## src/rtl/micro_seq_pkg.sv

```systemverilog
// Shared definitions for the microprogram sequencer: states, opcodes and
// microcode word field positions.
package micro_seq_pkg;

  localparam int unsigned CTRL_W = 12;
  localparam int unsigned WCNT_W = 8;

  typedef enum logic [1:0] {
    S_IDLE,
    S_FETCH,
    S_EXEC,
    S_WAIT
  } state_e;

  localparam logic [3:0] OP_OUT    = 4'h0;
  localparam logic [3:0] OP_HALT   = 4'h1;
  localparam logic [3:0] OP_BRANCH = 4'h2;
  localparam logic [3:0] OP_WAIT   = 4'h4;
  localparam logic [3:0] OP_CALL   = 4'h8;
  localparam logic [3:0] OP_RET    = 4'hC;

  localparam int unsigned OP_HI   = 15;
  localparam int unsigned OP_LO   = 12;
  localparam int unsigned POL_BIT = 10;
  localparam int unsigned SEL_HI  = 9;
  localparam int unsigned SEL_LO  = 8;
  localparam int unsigned WCNT_HI = 7;
  localparam int unsigned WCNT_LO = 0;
  localparam int unsigned TGT_HI  = 5;
  localparam int unsigned TGT_LO  = 0;
  localparam int unsigned CTRL_HI = 11;
  localparam int unsigned CTRL_LO = 0;

endpackage

```

## src/rtl/micro_sequencer_if.sv

```systemverilog
// Read port between the sequencer (master) and the registered-output microcode ROM (slave).
interface micro_sequencer_if #(
  parameter int unsigned ADDR_W = 6,
  parameter int unsigned DATA_W = 20
);
  logic              rom_en;
  logic [ADDR_W-1:0] rom_addr;
  logic [DATA_W-1:0] rom_data;

  modport master (output rom_en, output rom_addr, input rom_data);
  modport slave  (input rom_en, input rom_addr, output rom_data);
endinterface

```

## src/rtl/micro_ret_stack.sv

```systemverilog
// Return-address LIFO for CALL/RET; top is the most recently pushed entry.
module micro_ret_stack #(
  parameter int unsigned DEPTH = 4,
  parameter int unsigned W     = 6
) (
  input  logic         clk,
  input  logic         rst,
  input  logic         push,
  input  logic         pop,
  input  logic         clear,
  input  logic [W-1:0] din,
  output logic         full,
  output logic         empty,
  output logic [W-1:0] top
);
  localparam int unsigned SP_W  = $clog2(DEPTH + 1);
  localparam int unsigned IDX_W = (DEPTH > 1) ? $clog2(DEPTH) : 1;

  logic [SP_W-1:0] sp;
  logic [W-1:0]    mem [DEPTH];

  assign full  = (sp == SP_W'(DEPTH));
  assign empty = (sp == '0);
  assign top   = empty ? '0 : mem[IDX_W'(sp - SP_W'(1))];

  always_ff @(posedge clk or posedge rst) begin
    if (rst) begin
      sp <= '0;
      for (int unsigned i = 0; i < DEPTH; i++) mem[i] <= '0;
    end else if (clear) begin
      sp <= '0;
    end else if (push && !full) begin
      mem[IDX_W'(sp)] <= din;
      sp              <= sp + SP_W'(1);
    end else if (pop && !empty) begin
      sp <= sp - SP_W'(1);
    end
  end
endmodule

```

## src/rtl/micro_sequencer.sv

```systemverilog
// Microprogram sequencer: fetches words from a registered ROM, emits control
// words, branches on condition flags, waits, and calls/returns via a small stack.
module micro_sequencer
  import micro_seq_pkg::*;
#(
  parameter int unsigned ADDR_W      = 6,
  parameter int unsigned DATA_W      = 20,
  parameter int unsigned STACK_DEPTH = 4
) (
  input  logic              clk,
  input  logic              rst,
  input  logic              start,
  input  logic [ADDR_W-1:0] start_addr,
  input  logic              abort,
  input  logic [3:0]        cond_in,
  micro_sequencer_if.master rom,
  output logic [CTRL_W-1:0] ctrl_word,
  output logic              ctrl_valid,
  output logic              busy,
  output logic              done,
  output logic              err
);
  state_e            state, state_n;
  logic [ADDR_W-1:0] pc, pc_n, pc_inc, tgt, stk_top;
  logic [WCNT_W-1:0] wait_cnt, wcnt_n, wait_n;
  logic [CTRL_W-1:0] ctrl_n;
  logic              cv_n, done_n, err_n;
  logic              push, pop, clear, stk_full, stk_empty, taken;
  logic [3:0]        op;
  logic              unused_hi;

  // Upper word bits carry no meaning for this sequencer.
  assign unused_hi = ^rom.rom_data[DATA_W-1:OP_HI+1];

  assign op     = rom.rom_data[OP_HI:OP_LO];
  assign tgt    = rom.rom_data[TGT_HI:TGT_LO];
  assign wait_n = rom.rom_data[WCNT_HI:WCNT_LO];
  assign taken  = (cond_in[rom.rom_data[SEL_HI:SEL_LO]] == rom.rom_data[POL_BIT]);
  assign pc_inc = pc + ADDR_W'(1);

  micro_ret_stack #(.DEPTH(STACK_DEPTH), .W(ADDR_W)) u_stack (
    .clk   (clk),
    .rst   (rst),
    .push  (push),
    .pop   (pop),
    .clear (clear),
    .din   (pc_inc),
    .full  (stk_full),
    .empty (stk_empty),
    .top   (stk_top)
  );

  always_ff @(posedge clk or posedge rst) begin
    if (rst) begin
      state      <= S_IDLE;
      pc         <= '0;
      wait_cnt   <= '0;
      ctrl_word  <= '0;
      ctrl_valid <= 1'b0;
      done       <= 1'b0;
      err        <= 1'b0;
    end else begin
      state      <= state_n;
      pc         <= pc_n;
      wait_cnt   <= wcnt_n;
      ctrl_word  <= ctrl_n;
      ctrl_valid <= cv_n;
      done       <= done_n;
      err        <= err_n;
    end
  end

  always_comb begin
    state_n = state;
    pc_n    = pc;
    wcnt_n  = wait_cnt;
    ctrl_n  = ctrl_word;
    cv_n    = 1'b0;
    done_n  = 1'b0;
    err_n   = err;
    push    = 1'b0;
    pop     = 1'b0;
    clear   = 1'b0;
    if (abort) begin
      state_n = S_IDLE;
      clear   = 1'b1;
    end else begin
      unique case (state)
        S_IDLE: if (start) begin
          pc_n    = start_addr;
          err_n   = 1'b0;
          clear   = 1'b1;
          state_n = S_FETCH;
        end
        S_FETCH: state_n = S_EXEC;
        S_EXEC: begin
          case (op)
            OP_OUT: begin
              ctrl_n  = rom.rom_data[CTRL_HI:CTRL_LO];
              cv_n    = 1'b1;
              pc_n    = pc_inc;
              state_n = S_FETCH;
            end
            OP_HALT: begin
              done_n  = 1'b1;
              state_n = S_IDLE;
            end
            OP_BRANCH: begin
              pc_n    = taken ? tgt : pc_inc;
              state_n = S_FETCH;
            end
            OP_WAIT: begin
              if (wait_n == '0) begin
                pc_n    = pc_inc;
                state_n = S_FETCH;
              end else begin
                wcnt_n  = wait_n;
                state_n = S_WAIT;
              end
            end
            OP_CALL: begin
              if (stk_full) begin
                err_n   = 1'b1;
                state_n = S_IDLE;
              end else begin
                push    = 1'b1;
                pc_n    = tgt;
                state_n = S_FETCH;
              end
            end
            OP_RET: begin
              if (stk_empty) begin
                err_n   = 1'b1;
                state_n = S_IDLE;
              end else begin
                pop     = 1'b1;
                pc_n    = stk_top;
                state_n = S_FETCH;
              end
            end
            default: begin
              err_n   = 1'b1;
              state_n = S_IDLE;
            end
          endcase
        end
        S_WAIT: begin
          wcnt_n = wait_cnt - WCNT_W'(1);
          if (wait_cnt == WCNT_W'(1)) begin
            pc_n    = pc_inc;
            state_n = S_FETCH;
          end
        end
        default: state_n = S_IDLE;
      endcase
    end
  end

  // An abort arriving during FETCH suppresses the read in that same cycle.
  always_comb begin
    rom.rom_en = (state == S_FETCH) && !abort;
    busy       = (state != S_IDLE);
  end

  assign rom.rom_addr = pc;

endmodule

```

## src/flat_wrapper.sv

```systemverilog
// flat-port wrapper written by rule: the top's interface ports become plain ports
module micro_sequencer_flat import micro_seq_pkg::*;
#(
  parameter int unsigned ADDR_W      = 6,
  parameter int unsigned DATA_W      = 20,
  parameter int unsigned STACK_DEPTH = 4
)
  (clk, rst, start, start_addr, abort, cond_in, ctrl_word, ctrl_valid, busy, done, err, rom_rom_en, rom_rom_addr, rom_rom_data);
  micro_sequencer_if #(.ADDR_W(ADDR_W), .DATA_W(DATA_W)) rom_i ();
  input  logic clk;
  input  logic rst;
  input  logic start;
  input  logic [ADDR_W-1:0] start_addr;
  input  logic abort;
  input  logic [3:0] cond_in;
  output logic [CTRL_W-1:0] ctrl_word;
  output logic ctrl_valid;
  output logic busy;
  output logic done;
  output logic err;
  output wire logic [$bits(rom_i.rom_en)-1:0] rom_rom_en;
  output wire logic [$bits(rom_i.rom_addr)-1:0] rom_rom_addr;
  input wire logic [$bits(rom_i.rom_data)-1:0] rom_rom_data;
  assign rom_rom_en = rom_i.rom_en;
  assign rom_rom_addr = rom_i.rom_addr;
  assign rom_i.rom_data = rom_rom_data;
  micro_sequencer #(.ADDR_W(ADDR_W), .DATA_W(DATA_W), .STACK_DEPTH(STACK_DEPTH)) u_core (.clk(clk), .rst(rst), .start(start), .start_addr(start_addr), .abort(abort), .cond_in(cond_in), .rom(rom_i), .ctrl_word(ctrl_word), .ctrl_valid(ctrl_valid), .busy(busy), .done(done), .err(err));
endmodule
```

## config.mk

```make
export PLATFORM = sky130hd
export DESIGN_NAME = micro_sequencer_flat
export DESIGN_NICKNAME = d
export VERILOG_FILES = /design/src/rtl/micro_seq_pkg.sv /design/src/rtl/micro_sequencer_if.sv /design/src/rtl/micro_ret_stack.sv /design/src/rtl/micro_sequencer.sv /design/src/flat_wrapper.sv
export SDC_FILE = /design/constraint.sdc
export NUM_CORES = 1
export LEC_CHECK = 0
export ABC_AREA = 1
export BUFFER_PORTS_ARGS = -buffer_cell sky130_fd_sc_hd__buf_2
export CAP_MARGIN = 20
export CORE_MARGIN = 3
export CORE_UTILIZATION = 50
export CTS_CLUSTER_DIAMETER = 200
export DETAILED_ROUTE_END_ITERATION = 6
export PLACE_DENSITY = 0.74
export SLEW_MARGIN = 20
export SYNTH_ARGS = -nofsm -noshare
export SYNTH_HDL_FRONTEND = slang
export SYNTH_SLANG_ARGS = --single-unit
```

## constraint.sdc

```tcl
create_clock -name clk -period 3.8 [get_ports clk]
set_clock_uncertainty 0.15 [all_clocks]
set_input_delay 0.95 -clock clk [delete_from_list [all_inputs] [get_ports clk]]
set_output_delay 0.95 -clock clk [all_outputs]
set_load 0.05 [all_outputs]
```

==> impl_metrics.toml <==
[global_routing]
grtUsageTotal_pct = 24.0
gr-total-overflow = 0
grt_first_pass_wirelength_mm = 14.3
grt_pass1_vias = 2981
antenna_found_initial = 0
grt_max_degree = 59

[synthesis]
synthCells = 452
synth_nets = 498
netlist_area_um2 = 3410
yosysWarnings = 0
avgSynthCellArea_um2 = 7.54
ys_types = 32
synth-seq-cells = 58
yosysSeqAreaShare_pct = 42.6

[power]
peakVddDrop_mv = 0.507
power_density_nw_per_um2 = 509
leakagePower_nw = 1.99
finalPower_mw = 2.00

[worst_setup_path]
critical_path_class = "reg2reg"
r2r-start = "u_core.u_stack.sp[0]"
r2r_cells = 10
cp.required_ns = 3.93
startpoint_type = "flip-flop"
worstReg2RegEnd = "u_core.rom.rom_addr[5]"
rrSetupSlack_ns = 0.80
end_kind = "flip-flop"
critPathArrivalTime_ns = 3.13
critPathMaxFanout = 22

[die]
die_x_um = 88.6
dieArea_um2 = 7850
ios = 57
core_um2 = 6490
start_util_pct = 52.5
rows = 29
die_h_um = 88.6

[drt]
firstDrtPassIters = 5
vias_per_cell = 5.35
ant_nets = 0
drcViolationCount = 0
drt-wirelength-per-cell_um = 14.4
routed_wl_mm = 8.46
drtIter0Drc = 238
vias = 3139

[placement]
placed_cells_incl_taps = 571
hpwl_mm = 6.12
gp_congestion = 0.855
numPortBuffers = 52

[run_status]
status = "completed"

[finish]
multi_input_area_um2 = 1720
final_cell_mix = "133 x nand2_1, 58 x dfrtp_1, 52 x buf_2, 38 x inv_1, 36 x nand3_1"
nets = 551
area_delta_synth_final_pct = 15.0
fillers = 585
seqCellArea_um2 = 1450
final_common_cell = "nand2_1"
antenna_cells = 0
drive_gt1_share_pct = 21.6
fin_cells = 587

[sta]
max_freq_mhz = 333
tns_ns = 0
slew-limit-headroom_pct = 50.1
setup_violations = 0
drv_slew = 0
worst_pin_slew_ns = 0.749
layout_min_cycle_time_ns = 3.00
rsz0062_at_grt = "false"
fin_crit_sh_pct = 78.9
hold_viol = 0

[run]
drv_cap = 0

[clocking]
clk_latency_ns = 0.35
cts_sinks = 58
tritoncts = "yes"
post-cts-setup-buffers = 0
post_cts_resized = 0
cts_buffers = 9
htreeDepth = 3
cts_hold_buf = 0
ctsLongestPathBuffers = 2
root_buffer = "clkbuf_8"
clk_pin_slew_ns = 0.07

[min_path]
min_to = "u_core.ctrl_word[5]"
hold_path.class = "reg2reg"
min_from = "u_core.ctrl_word[5]"
hold_depth = 2
## worst max-delay path by stage
stage	startpoint	to	slack (ns)	cells past startpoint
after floorplan	abort	rom_rom_en	0.93	2
after global placement	u_core.u_stack.sp[0]	u_core.rom.rom_addr[5]	0.85	10
after detailed placement	u_core.u_stack.sp[0]	u_core.u_stack.mem[8]	0.86	10
after CTS	u_core.u_stack.sp[0]	u_core.u_stack.mem[8]	0.86	10
after global routing	u_core.u_stack.sp[0]	u_core.rom.rom_addr[5]	0.56	10
final	u_core.u_stack.sp[0]	u_core.rom.rom_addr[5]	0.80	10
## power by group
group	switching, mW	internal (mW)
combinational	0.444	0.166
sequential	0.0977	0.695
clock	0.255	0.337
total	0.797	1.20
## critical path, stage by stage (launching register included)
cell	delay (ns)
dfrtp_1	0.77
clkinv_1	0.51
ha_1	0.37
inv_1	0.11
nor2_1	0.05
nand3_1	0.08
nand2_1	0.06
nor2_2	0.26
and2_1	0.38
nor2_1	0.07
a21oi_1	0.12
## cell usage after synthesis
library cell	n	share of area, %
nand2_1	133	15
dfrtp_1	58	43
inv_1	39	4.3
nand3_1	36	5.3
nor2_1	33	3.6
o21ai_0	29	4.3
a21oi_1	16	2.3
o21ai_1	16	2.3
ha_1	12	4.4
nor2_2	10	1.8
inv_2	9	0.99
a21oi_2	6	1.5
clkbuf_1	6	0.66
o21ai_2	6	1.5
nand2_2	4	0.73
nand4_1	4	0.73
nor2_4	4	1.3
nor3_1	4	0.59
o211ai_1	4	0.88
xnor2_1	4	1.0
xor2_1	4	1.0
buf_2	3	0.44
nand3b_1	2	0.44
o22ai_1	2	0.37
a22oi_1	1	0.22
and2_1	1	0.18
buf_4	1	0.22
buf_6	1	0.33
clkinv_1	1	0.11
nand3_2	1	0.29
nor3_4	1	0.48
o2111ai_1	1	0.26
## per-stage QoR
stage	hold slack [ns]	setup slack, ns	util (%)	instance area, um^2
6_report	0.329	0.800	60.4	3920
5_1_grt	0.349	0.564	60.4	3920
4_1_cts	0.328	0.861	60.4	3920
3_5_place_dp	0.311	0.863	57.2	3720
3_3_place_gp	0.306	0.849	57.2	3720
2_1_floorplan	0.292	0.929	-	3410
## cell type report
| class | count | share of cell area, % |
|---|---|---|
| inverter | 49 | 4.69 |
| clock inverter | 4 | 1.28 |
| tap | 77 | 2.46 |
| timing repair buffer | 53 | 6.83 |
| multi-input combinational | 334 | 43.8 |
| sequential | 58 | 37.0 |
| clock buffer | 12 | 3.96 |
## kinds of logic after synthesis
group,count (synthesis),synth area share [%]
buf+inv,60,7.05
fa+ha+maj,12,4.40
xor+xnor,8,2.05
compound gates,81,13.8
flops,58,42.6
simple gates,233,30.2
## registers in the layout, indices dropped and copies added (netlist names)
name                 count
u_core.rom.rom_addr      6
u_core.done              1
u_core.wait_cnt          8
u_core.u_stack.mem      24
u_core.ctrl_word        12
u_core.state             2
u_core.ctrl_valid        1
u_core.u_stack.sp        3
u_core.err               1
## layer usage
layer,track usage (%),part of all wire [%],vias up
met4,7.69,1.6,0
met1,33.0,46,1468
li1,-,-,1570
met3,6.80,6.2,12
met2,36.9,46,89
met5,0,0,-
No activity file was read; power rests on OpenSTA's default activity.
